`config.mk`:
```
export PLATFORM = sky130hd
export DESIGN_NAME = lamp_mode_arbiter
export DESIGN_NICKNAME = d
export VERILOG_FILES = /design/src/rtl/lamp_mode_arbiter.sv
export SDC_FILE = /design/constraint.sdc
export NUM_CORES = 1
export LEC_CHECK = 0
export ABC_AREA = 0
export ABC_CLOCK_PERIOD_IN_PS = 2200
export CAP_MARGIN = 20
export CELL_PAD_IN_SITES_DETAIL_PLACEMENT = 1
export CELL_PAD_IN_SITES_GLOBAL_PLACEMENT = 1
export CORE_MARGIN = 2
export CORE_UTILIZATION = 40
export DETAILED_ROUTE_END_ITERATION = 7
export HOLD_SLACK_MARGIN = 0.02
export PLACE_DENSITY = 0.89
export SLEW_MARGIN = 10
export SYNTH_ARGS = -nofsm -noshare
export SYNTH_HDL_FRONTEND = slang
export SYNTH_SLANG_ARGS = --single-unit
```
`constraint.sdc`:
```
create_clock -name clk -period 2.2 [get_ports clk]
set_input_delay 0.22 -clock clk [delete_from_list [all_inputs] [get_ports clk]]
set_output_delay 0.22 -clock clk [all_outputs]
set_load 0.03 [all_outputs]
```
`src/rtl/lamp_mode_arbiter.sv`:
```
// Output stage of the two-lane traffic light: arbitrates day-controller and night-blinker lamps,
// inserts all-red clearance on mode changes and latches a fault on conflicting patterns.
module lamp_mode_arbiter #(
  parameter int unsigned DEBOUNCE     = 4,
  parameter int unsigned CLEAR_CYCLES = 3
) (
  input  logic       clk,
  input  logic       reset,
  input  logic       i_night_req,
  input  logic [5:0] i_day_lamps,
  input  logic [5:0] i_night_lamps,
  output logic [5:0] o_lamps,
  output logic       o_day_hold,
  output logic       o_night_reset,
  output logic       o_night_active,
  output logic       o_fault
);

  localparam int unsigned DB_W  = $clog2(DEBOUNCE + 1);
  localparam int unsigned CNT_W = $clog2(CLEAR_CYCLES + 1);

  localparam logic [5:0]       ALL_RED  = 6'b100100;
  localparam logic [DB_W-1:0]  DB_LAST  = DB_W'(DEBOUNCE - 1);
  localparam logic [CNT_W-1:0] CLR_LOAD = CNT_W'(CLEAR_CYCLES - 1);

  typedef enum logic [2:0] {
    StDay,
    StDrain,
    StClearToNight,
    StNight,
    StClearToDay,
    StFault
  } state_e;

  // Lamp bit order: {Xa, Va, Da, Xb, Vb, Db}
  function automatic logic f_conflict(input logic [5:0] p);
    return (p[3] & p[0]) | (p[3] & (p[5] | p[4])) | (p[0] & (p[2] | p[1]));
  endfunction

  logic [1:0]       r_sync;
  logic [DB_W-1:0]  r_db_cnt;
  logic             r_req_f;
  state_e           r_state;
  logic [CNT_W-1:0] r_cnt;

  state_e           w_state_cand;
  state_e           w_state_d;
  logic [CNT_W-1:0] w_cnt_d;
  logic             w_day_conf;
  logic             w_night_conf;
  logic             w_day_side;
  logic [5:0]       w_lamps_d;
  logic             w_day_hold_d;
  logic             w_night_reset_d;
  logic             w_night_active_d;
  logic             w_fault_d;

  // Request synchronizer and debounce filter
  always_ff @(posedge clk or posedge reset) begin
    if (reset) begin
      r_sync   <= 2'b00;
      r_db_cnt <= '0;
      r_req_f  <= 1'b0;
    end else begin
      r_sync <= {r_sync[0], i_night_req};
      if (r_sync[1] != r_req_f) begin
        if (r_db_cnt == DB_LAST) begin
          r_req_f  <= ~r_req_f;
          r_db_cnt <= '0;
        end else begin
          r_db_cnt <= r_db_cnt + DB_W'(1);
        end
      end else begin
        r_db_cnt <= '0;
      end
    end
  end

  assign w_day_conf   = f_conflict(i_day_lamps);
  assign w_night_conf = i_night_lamps[5] | i_night_lamps[3] | i_night_lamps[2] | i_night_lamps[0];

  always_comb begin
    w_state_cand = r_state;
    w_cnt_d      = r_cnt;
    unique case (r_state)
      StDay: begin
        if (r_req_f) w_state_cand = StDrain;
      end
      StDrain: begin
        if (!r_req_f) begin
          w_state_cand = StDay;
        end else if (!i_day_lamps[3] && !i_day_lamps[0]) begin
          w_state_cand = StClearToNight;
          w_cnt_d      = CLR_LOAD;
        end
      end
      StClearToNight, StClearToDay: begin
        if (r_cnt != '0) begin
          w_cnt_d = r_cnt - CNT_W'(1);
        end else begin
          w_state_cand = r_req_f ? StNight : StDay;
        end
      end
      StNight: begin
        if (!r_req_f) begin
          w_state_cand = StClearToDay;
          w_cnt_d      = CLR_LOAD;
        end
      end
      StFault: begin
        w_state_cand = StFault;
      end
      default: begin
        w_state_cand = StFault;
      end
    endcase

    // A conflicting source pattern is caught both while it is selected and on the edge it
    // would first be selected, so it can never reach the lamps.
    w_day_side = (r_state == StDay) || (r_state == StDrain) ||
                 (w_state_cand == StDay) || (w_state_cand == StDrain);
    w_state_d  = w_state_cand;
    if (w_day_conf && w_day_side) w_state_d = StFault;
    if (w_night_conf && ((r_state == StNight) || (w_state_cand == StNight))) w_state_d = StFault;

    w_lamps_d        = ALL_RED;
    w_day_hold_d     = 1'b1;
    w_night_reset_d  = 1'b1;
    w_night_active_d = 1'b0;
    w_fault_d        = 1'b0;
    case (w_state_d)
      StDay, StDrain: begin
        w_lamps_d    = i_day_lamps;
        w_day_hold_d = 1'b0;
      end
      StNight: begin
        w_lamps_d        = i_night_lamps;
        w_night_reset_d  = 1'b0;
        w_night_active_d = 1'b1;
      end
      StFault: begin
        w_fault_d = 1'b1;
      end
      default: begin
        w_lamps_d = ALL_RED;
      end
    endcase
  end

  always_ff @(posedge clk or posedge reset) begin
    if (reset) begin
      r_state        <= StDay;
      r_cnt          <= '0;
      o_lamps        <= ALL_RED;
      o_day_hold     <= 1'b0;
      o_night_reset  <= 1'b1;
      o_night_active <= 1'b0;
      o_fault        <= 1'b0;
    end else begin
      r_state        <= w_state_d;
      r_cnt          <= w_cnt_d;
      o_lamps        <= w_lamps_d;
      o_day_hold     <= w_day_hold_d;
      o_night_reset  <= w_night_reset_d;
      o_night_active <= w_night_active_d;
      o_fault        <= w_fault_d;
    end
  end

endmodule
```
==> metrics.md, run 1 <==
| Metric | Value |
|---|---|
| Post-DP HPWL | 2000 um |
| Slew Limit Fails | 0 |
| Util after Layout | 53.0% |
| Drt initial violations | 12 |
| Clock Pin Slew Worst Setup and Hold Paths | approximately 120 ps |
| Final Hold Vio Count | 0 |
| Critical path class | reg2reg |
| Root buffer cell | clkbuf_4 |
| Setup bufs post-CTS | 0 |
| Vias in the first global route | just under 900 |
| Slew headroom | about 48% |
| Placed cell count | approximately 150 |
| Gr ovfl total | 0 |
| # nets final | 138 |
| Clock Path Buffers | 2 |
| Final setup violation count | 0 |
| Non-Filler Instances | 150 |
| Yosys top cell by area | dfrtp_1 |
| Design area | 1310 sq um |
| Busiest grt layer | met2 |
| Post_cts resized | 0 |
| Unrepaired setup endpoints after global routing | no |
| Starting Density | 42.5% |
| CTS tree | yes |
| Die Y | 55.3 um |
| Area Overhead vs Synth | 24.9% |
| Clk_lat worst skew | 300 ps |
| Max FO, Critical Path | 5 |
| Worst Clk Skew | approximately 11 ps |
| Mean Syn Cell Area | 10.8 sq um |
| Crit end category | flop |
| Largest net degree at the start of global routing | 22 |
| DR WL/cell | roughly 17 um |
| Sink Count | 21 |
| Final Cycle Share | 81.7% |
| Worst Hold Class | in2async |
| CP Launch Type | flop |
| Post-Synthesis Net Count | 114 |
| Die width | ~55 um |
| GR Util met3 | 4.22% |
| Syn. warnings | 0 |
| Die area | slightly above 3000 sq um |
| Syn Std Cell Area | 1050 sq um |
| R2r setup slk | 400 ps |
| Final Wtd Congestion | 0.807 |
| # H-tree levels | 1 |
| Number of remaining DRC errors | 0 |
| Fmax | 556 MHz |
| Layout cells sized above 1 | 13.3% |
| Initial antenna violation count | 0 |
| Status | finished clean |
| LEAKAGE | 0.000550 uW |
| Fin worst setup slack | 402 ps |
| ANT nets after route | 0 |
| Routing usage on met2 | between 30% and 40% |
| M1 GR Usage | 21.5% |
| Max-cap violations | 0 |
| Measured slew at the worst slew-check pin | approximately 780 ps |
| Synthesized flop and latch total | 21 |
| Dpl cell area | between 1000 and 1500 sq um |
| # IOs | 25 |
| Minimum clock period | about 1800 ps |
| PwrDens | 1050 nW/um^2 |
| Post-synthesis sequential area ratio | 50.3% |
| Number of diodes | 0 |
| Max VDD drop | 575 uV |
| Core area | 2480 sq um |
| CP Data Required Time | ~2400 ps |
| Pre-antenna DRT Iters | 4 |
| Overall routing resource usage | 18.4% |
| Setup TNS | 0 ps |
| Leading post-synthesis cells by cell area | dfrtp_1 (43%), dfstp_2 (7.5%), inv_1 (3.6%) |
| DR vias | 794 |
| Arrival time worst endpoint | 2030 ps |
| Final WL | 2500 um |
| Total CTS buffers | 3 |
| First-pass GRT wire length | 4280 um |
| Core Rows | 18 |
| Post-CTS Hold Buffers | 0 |
| Vias per inst | between 5 and 6 |
| Buffers on Ports | 24 |
| Share of the synthesized area in the top cell type | ~43% |
| Setup Slack @ Placement | 297 ps |
| Synthesized instance count | 97 |
| Synth unique cells | 36 |
==> worst max-delay path: stages, from the launching register on <==
cell and delay [ps]:
dfrtp_1 340, inv_1 60, ha_1 260, nor2_1 250
nor3b_1 90, o31ai_1 480, nand3_1 140, o21ai_0 100
==> placed cells by master, fill, tap and decap left out, types with 2 or more instances in the layout <==
cell | synthesis | final
a21oi_1 | 5 | 5
a22o_1 | 2 | 2
a31oi_1 | 2 | 2
and2_1 | 2 | 2
clkbuf_4 | 0 | 3
clkdlybuf4s50_1 | 0 | 24
dfrtp_1 | 18 | 18
dfstp_2 | 3 | 3
ha_1 | 2 | 2
inv_1 | 10 | 10
nand2_1 | 5 | 5
nand2b_4 | 2 | 2
nor2_1 | 8 | 8
nor2b_1 | 4 | 4
nor3_1 | 2 | 2
nor3b_1 | 2 | 2
o21a_1 | 3 | 3
o21ai_0 | 4 | 4
o31ai_1 | 2 | 2
==> synth_stat cells <==
library cell  count
a22o_1            2
nand2b_4          2
a21oi_1           5
xnor2_1           1
o221a_2           1
nor2_2            1
nor3b_1           2
nor3_4            1
o22a_4            1
mux2_2            1
nand2b_1          1
o21ai_0           4
o2bb2ai_1         1
inv_1            10
nor4b_1           1
o21a_1            3
a31oi_1           2
o32ai_4           1
dfrtp_1          18
nor2b_1           4
o32ai_1           1
buf_2             1
buf_6             3
o31ai_1           2
nor4_1            1
o21ba_2           1
nand2_1           5
ha_1              2
and2_1            2
clkbuf_2          1
nor3_1            2
nand3_1           1
and3_1            1
dfstp_2           3
or3_1             1
nor2_1            8
==> flip-flops by register name, indices dropped and copies added (netlist names) <==
signal / cells
o_lamps: 6
r_db_cnt: 3
r_state: 3
r_cnt: 2
r_sync: 2
o_day_hold: 1
o_fault: 1
o_night_active: 1
o_night_reset: 1
r_req_f: 1
==> power breakdown <==
group | internal, uW | switching, uW | leakage (uW)
logic | 277 | 335 | 0.000278
registers | 478 | 114 | 0.000255
clock network | 67.7 | 111 | 0.0000177
==> logic make-up after synthesis <==
| group | share of synthesized area [%] |
|---|---|
| simple gates | 19.0 |
| compound gates | 18.7 |
| flops | 50.3 |
| buf+inv | 7.73 |
| fa+ha+maj | 2.38 |
| xor+xnor | 0.832 |
| mux | 1.07 |
==> per-layer routing <==
metal | vias to the layer above | part of all wire, % | routed length, um
met3 | 2 | 4.0 | 100
met1 | 392 | 44 | 1100
met4 | 0 | 0.56 | 14
met2 | 23 | 52 | 1290
li1 | 377 | - | -
met5 | - | 0 | 0
==> worst paths after layout <==
path	from	endpoint	depth (start not counted)
worst min-delay path	reset	r_state[0]	2
worst max-delay path	r_cnt[0]	r_cnt[0]	7
worst min register to register	r_sync[0]	r_sync[1]	0
max in group asynchronous	reset	r_state[2]	2
worst max register to register	r_cnt[0]	r_cnt[0]	7
min in group clk	i_night_req	r_sync[0]	1
==> area by class of cell <==
class                   instances  area (sq um)
clock buffers                   3          22.5
clock inverters                 1          5.00
fillers                       285          1160
inverters                      10          37.5
multi-input cells              61           442
flip-flops and latches         21           529
well taps                      30          37.5
repair buffers                 24           240
==> metrics by stage <==
stage	hold slack [ps]	power, uW
after floorplan	194	1060
after global placement	336	1160
after detailed placement	341	1210
after CTS	341	1390
after global routing	330	1490
final	348	1380
No activity file was read; power rests on OpenSTA's default activity.
==> run 2: changes to the inputs <==
Settings changed: ABC_CLOCK_PERIOD_IN_PS 2200 to 1650, CORE_UTILIZATION 40 to 33, PLACE_DENSITY 0.89 to 0.8.
Clock period 2.2 ns to 1.65 ns, I/O delays scaled along.
==> run 2 against run 1 <==
  * Non-clock buffer count is 16 higher
  * Critical endpoint unchanged
  * Via count is 10% higher
  * Setup slack worse by 390 ps
  * Wire length is 19% higher
  * Core utilization is 4.4 points lower
  * First-iteration DRC count is 67% higher
  * Global-route usage is 3.3 points lower
  * Sequential cell count stayed put
  * Final cell count is 20% higher
  * Largest cell class unchanged
  * Combinational power is 91% higher
  * Largest power group unchanged
  * Fmax is 9.7% higher
  * Highest routed layer unchanged
==> metrics.md, run 2 (synthesized netlist as in run 1, its figures left out) <==
| Metric | Value |
|---|---|
| PwrDens | 1480 nW/um^2 (was 1050 nW/um^2) |
| Pre-antenna DRT Iters | 4 (unchanged) |
| Non-Filler Instances | 180 (was 150) |
| Final Hold Vio Count | 0 (unchanged) |
| Status | finished clean (unchanged) |
| CP Buf/Inv Count | 2 (was 1) |
| Vias per inst | 4.86 (was 5.29) |
| Most frequent cells in the layout | clkdlybuf4s50_1 (21), buf_4 (16), dfrtp_1 (15) (was clkdlybuf4s50_1 (24), dfrtp_1 (18), inv_1 (10)) |
| Crit end category | flop (unchanged) |
| Post-CTS Hold Buffers | 0 (unchanged) |
| LEAKAGE | 0.000618 uW (was 0.000550 uW) |
| Core Rows | 20 (was 18) |
| Vias in the first global route | 872 (was 870) |
| Commonest non-fill, non-tap cell in the layout | clkdlybuf4s50_1 (unchanged) |
| Fmax | 610 MHz (was 556 MHz) |
| Final WL | 2970 um (was 2500 um) |
| Final Wtd Congestion | 0.857 (was 0.807) |
| Util after Layout | 48.6% (was 53.0%) |
| Slew Limit Fails | 0 (unchanged) |
| Die area | 3660 sq um (was 3060 sq um) |
| Unrepaired setup endpoints after global routing | yes (was no) |
| Sink Count | 21 (unchanged) |
| Clock Path Buffers | 2 (unchanged) |
| Total CTS buffers | 3 (unchanged) |
| Number of diodes | 0 (unchanged) |
| Post-DP HPWL | 1960 um (was 2000 um) |
| Placed cell count | 168 (was 146) |
| Core area | 3050 sq um (was 2480 sq um) |
| CP max-delay cell | dfrtp_1 (was o31ai_1) |
| R2r setup slk | 10 ps (was 400 ps) |
| Critical path class | reg2reg (unchanged) |
| Clk_lat worst skew | 310 ps (was 300 ps) |
| ANT nets after route | 0 (unchanged) |
| Root buffer cell | clkbuf_4 (unchanged) |
| Top flop regs | o_lamps: 6 flops, r_db_cnt: 3 flops, r_state: 3 flops (unchanged) |
| Worst Clk Skew | 11.3 ps (was 10.6 ps) |
| Gr ovfl total | 0 (unchanged) |
| Worst Hold Class | in2async (unchanged) |
| Max reg flops | 6 (unchanged) |
| Die Y | 60.5 um (was 55.3 um) |
| Slew headroom | 71.1% (was 48.3%) |
| # H-tree levels | 1 (unchanged) |
| Area Overhead vs Synth | 41.0% (was 24.9%) |
| Overall routing resource usage | 15.1% (was 18.4%) |
| Delay-heaviest family, CP | compound AO/OA/AOI/OAI gates (unchanged) |
| First-pass GRT wire length | 4030 um (was 4280 um) |
| Die width | 60.5 um (was 55.3 um) |
| Critical Path, Cell by Cell | inv_2, ha_4, nor2_2, nor3b_1, o31ai_1, buf_4, nand3_1, o21ai_0 (was inv_1, ha_1, nor2_1, nor3b_1, o31ai_1, nand3_1, o21ai_0) |
| Multi-input gate area | 472 sq um (was 442 sq um) |
| DR vias | 874 (was 794) |
| CP Data Required Time | 1850 ps (was 2430 ps) |
| Max FO, Critical Path | 5 (unchanged) |
| # IOs | 25 (unchanged) |
| Minimum clock period | 1640 ps (was 1800 ps) |
| CP Launch Type | flop (unchanged) |
| DR WL/cell | 16.5 um (was 16.7 um) |
| Buffers on Ports | 24 (unchanged) |
| CTS tree | yes (unchanged) |
| Max-cap violations | 0 (unchanged) |
| Arrival time worst endpoint | 1840 ps (was 2030 ps) |
| Max incr delay on CP | 410 ps (was 480 ps) |
| Clock Pin Slew Worst Setup and Hold Paths | 130 ps (was 120 ps) |
| Measured slew at the worst slew-check pin | 430 ps (was 775 ps) |
| Initial antenna violation count | 0 (unchanged) |
| Fill count | 362 (was 285) |
| Drt initial violations | 20 (was 12) |
| Seq. cell area | 533 sq um (was 529 sq um) |
| Final Cycle Share | 99.3% (was 81.7%) |
| # nets final | 154 (was 138) |
| Final setup violation count | 0 (unchanged) |
| Starting Density | 34.5% (was 42.5%) |
| Layout cells sized above 1 | 30.1% (was 13.3%) |
| Largest Register | o_lamps (unchanged) |
| Largest net degree at the start of global routing | 22 (unchanged) |
| Max VDD drop | 375 uV (was 575 uV) |
| Number of remaining DRC errors | 0 (unchanged) |
-- run 2: where the power goes --
| group | internal [uW] | switching (uW) |
|---|---|---|
| registers | 645 | 125 |
| clock network | 92.4 | 164 |
| logic | 567 | 601 |
| total | 1300 | 891 |
-- run 2: timing repair --
item                       in CTS  in global routing
pin swaps                       3                  6
setup endpoints to repair      14                 11
gates resized for setup        10                  4
cloned                          0                  0
setup buffers                   0                  8
-- run 2: routing by layer --
| layer | global-route usage (%) | wire (um) | vias to the layer above |
|---|---|---|---|
| met5 | 0 | 0 | - |
| met4 | 6.52 | 41 | 0 |
| met3 | 1.49 | 122 | 4 |
| met2 | 28.0 | 1580 | 27 |
| met1 | 17.6 | 1230 | 437 |
| li1 | - | - | 406 |
-- run 2: final cells by class --
type / count / share of cell area (%)
inverter: 10 / 2.53
timing repair buffer: 40 / 24.0
tap: 44 / 3.71
multi-input combinational: 61 / 31.8
clock buffer: 3 / 1.52
clock inverter: 1 / 0.506
sequential: 21 / 35.9
-- run 2: final timing paths --
kind / startpoint / endpoint / cells after the start
min in group clk: i_night_req / r_sync[0] / 1
min: reset / r_db_cnt[1] / 3
max reg2reg: r_cnt[1] / r_cnt[0] / 8
max: r_cnt[1] / r_cnt[0] / 8
max in group asynchronous: reset / o_night_reset / 3
min reg2reg: r_sync[0] / r_sync[1] / 0
-- run 2: through the flow --
step | power, uW | area, sq um | hold WS [ps] | worst slack, ps | TNS (ps)
after global routing | 2330 | 1480 | 206 | -160 | -559
after floorplan | 1410 | 1050 | 139 | 148 | 0
after detailed placement | 1720 | 1360 | 344 | -183 | -1270
after global placement | 1640 | 1360 | 335 | -61.1 | -319
after CTS | 2010 | 1420 | 188 | 3.28 | 0
final | 2200 | 1480 | 172 | 11.3 | 0
-- run 2: worst min-delay path: cells and delay by family --
kind | cells | cell delay, ps
buffers and inverters | 3 | 720
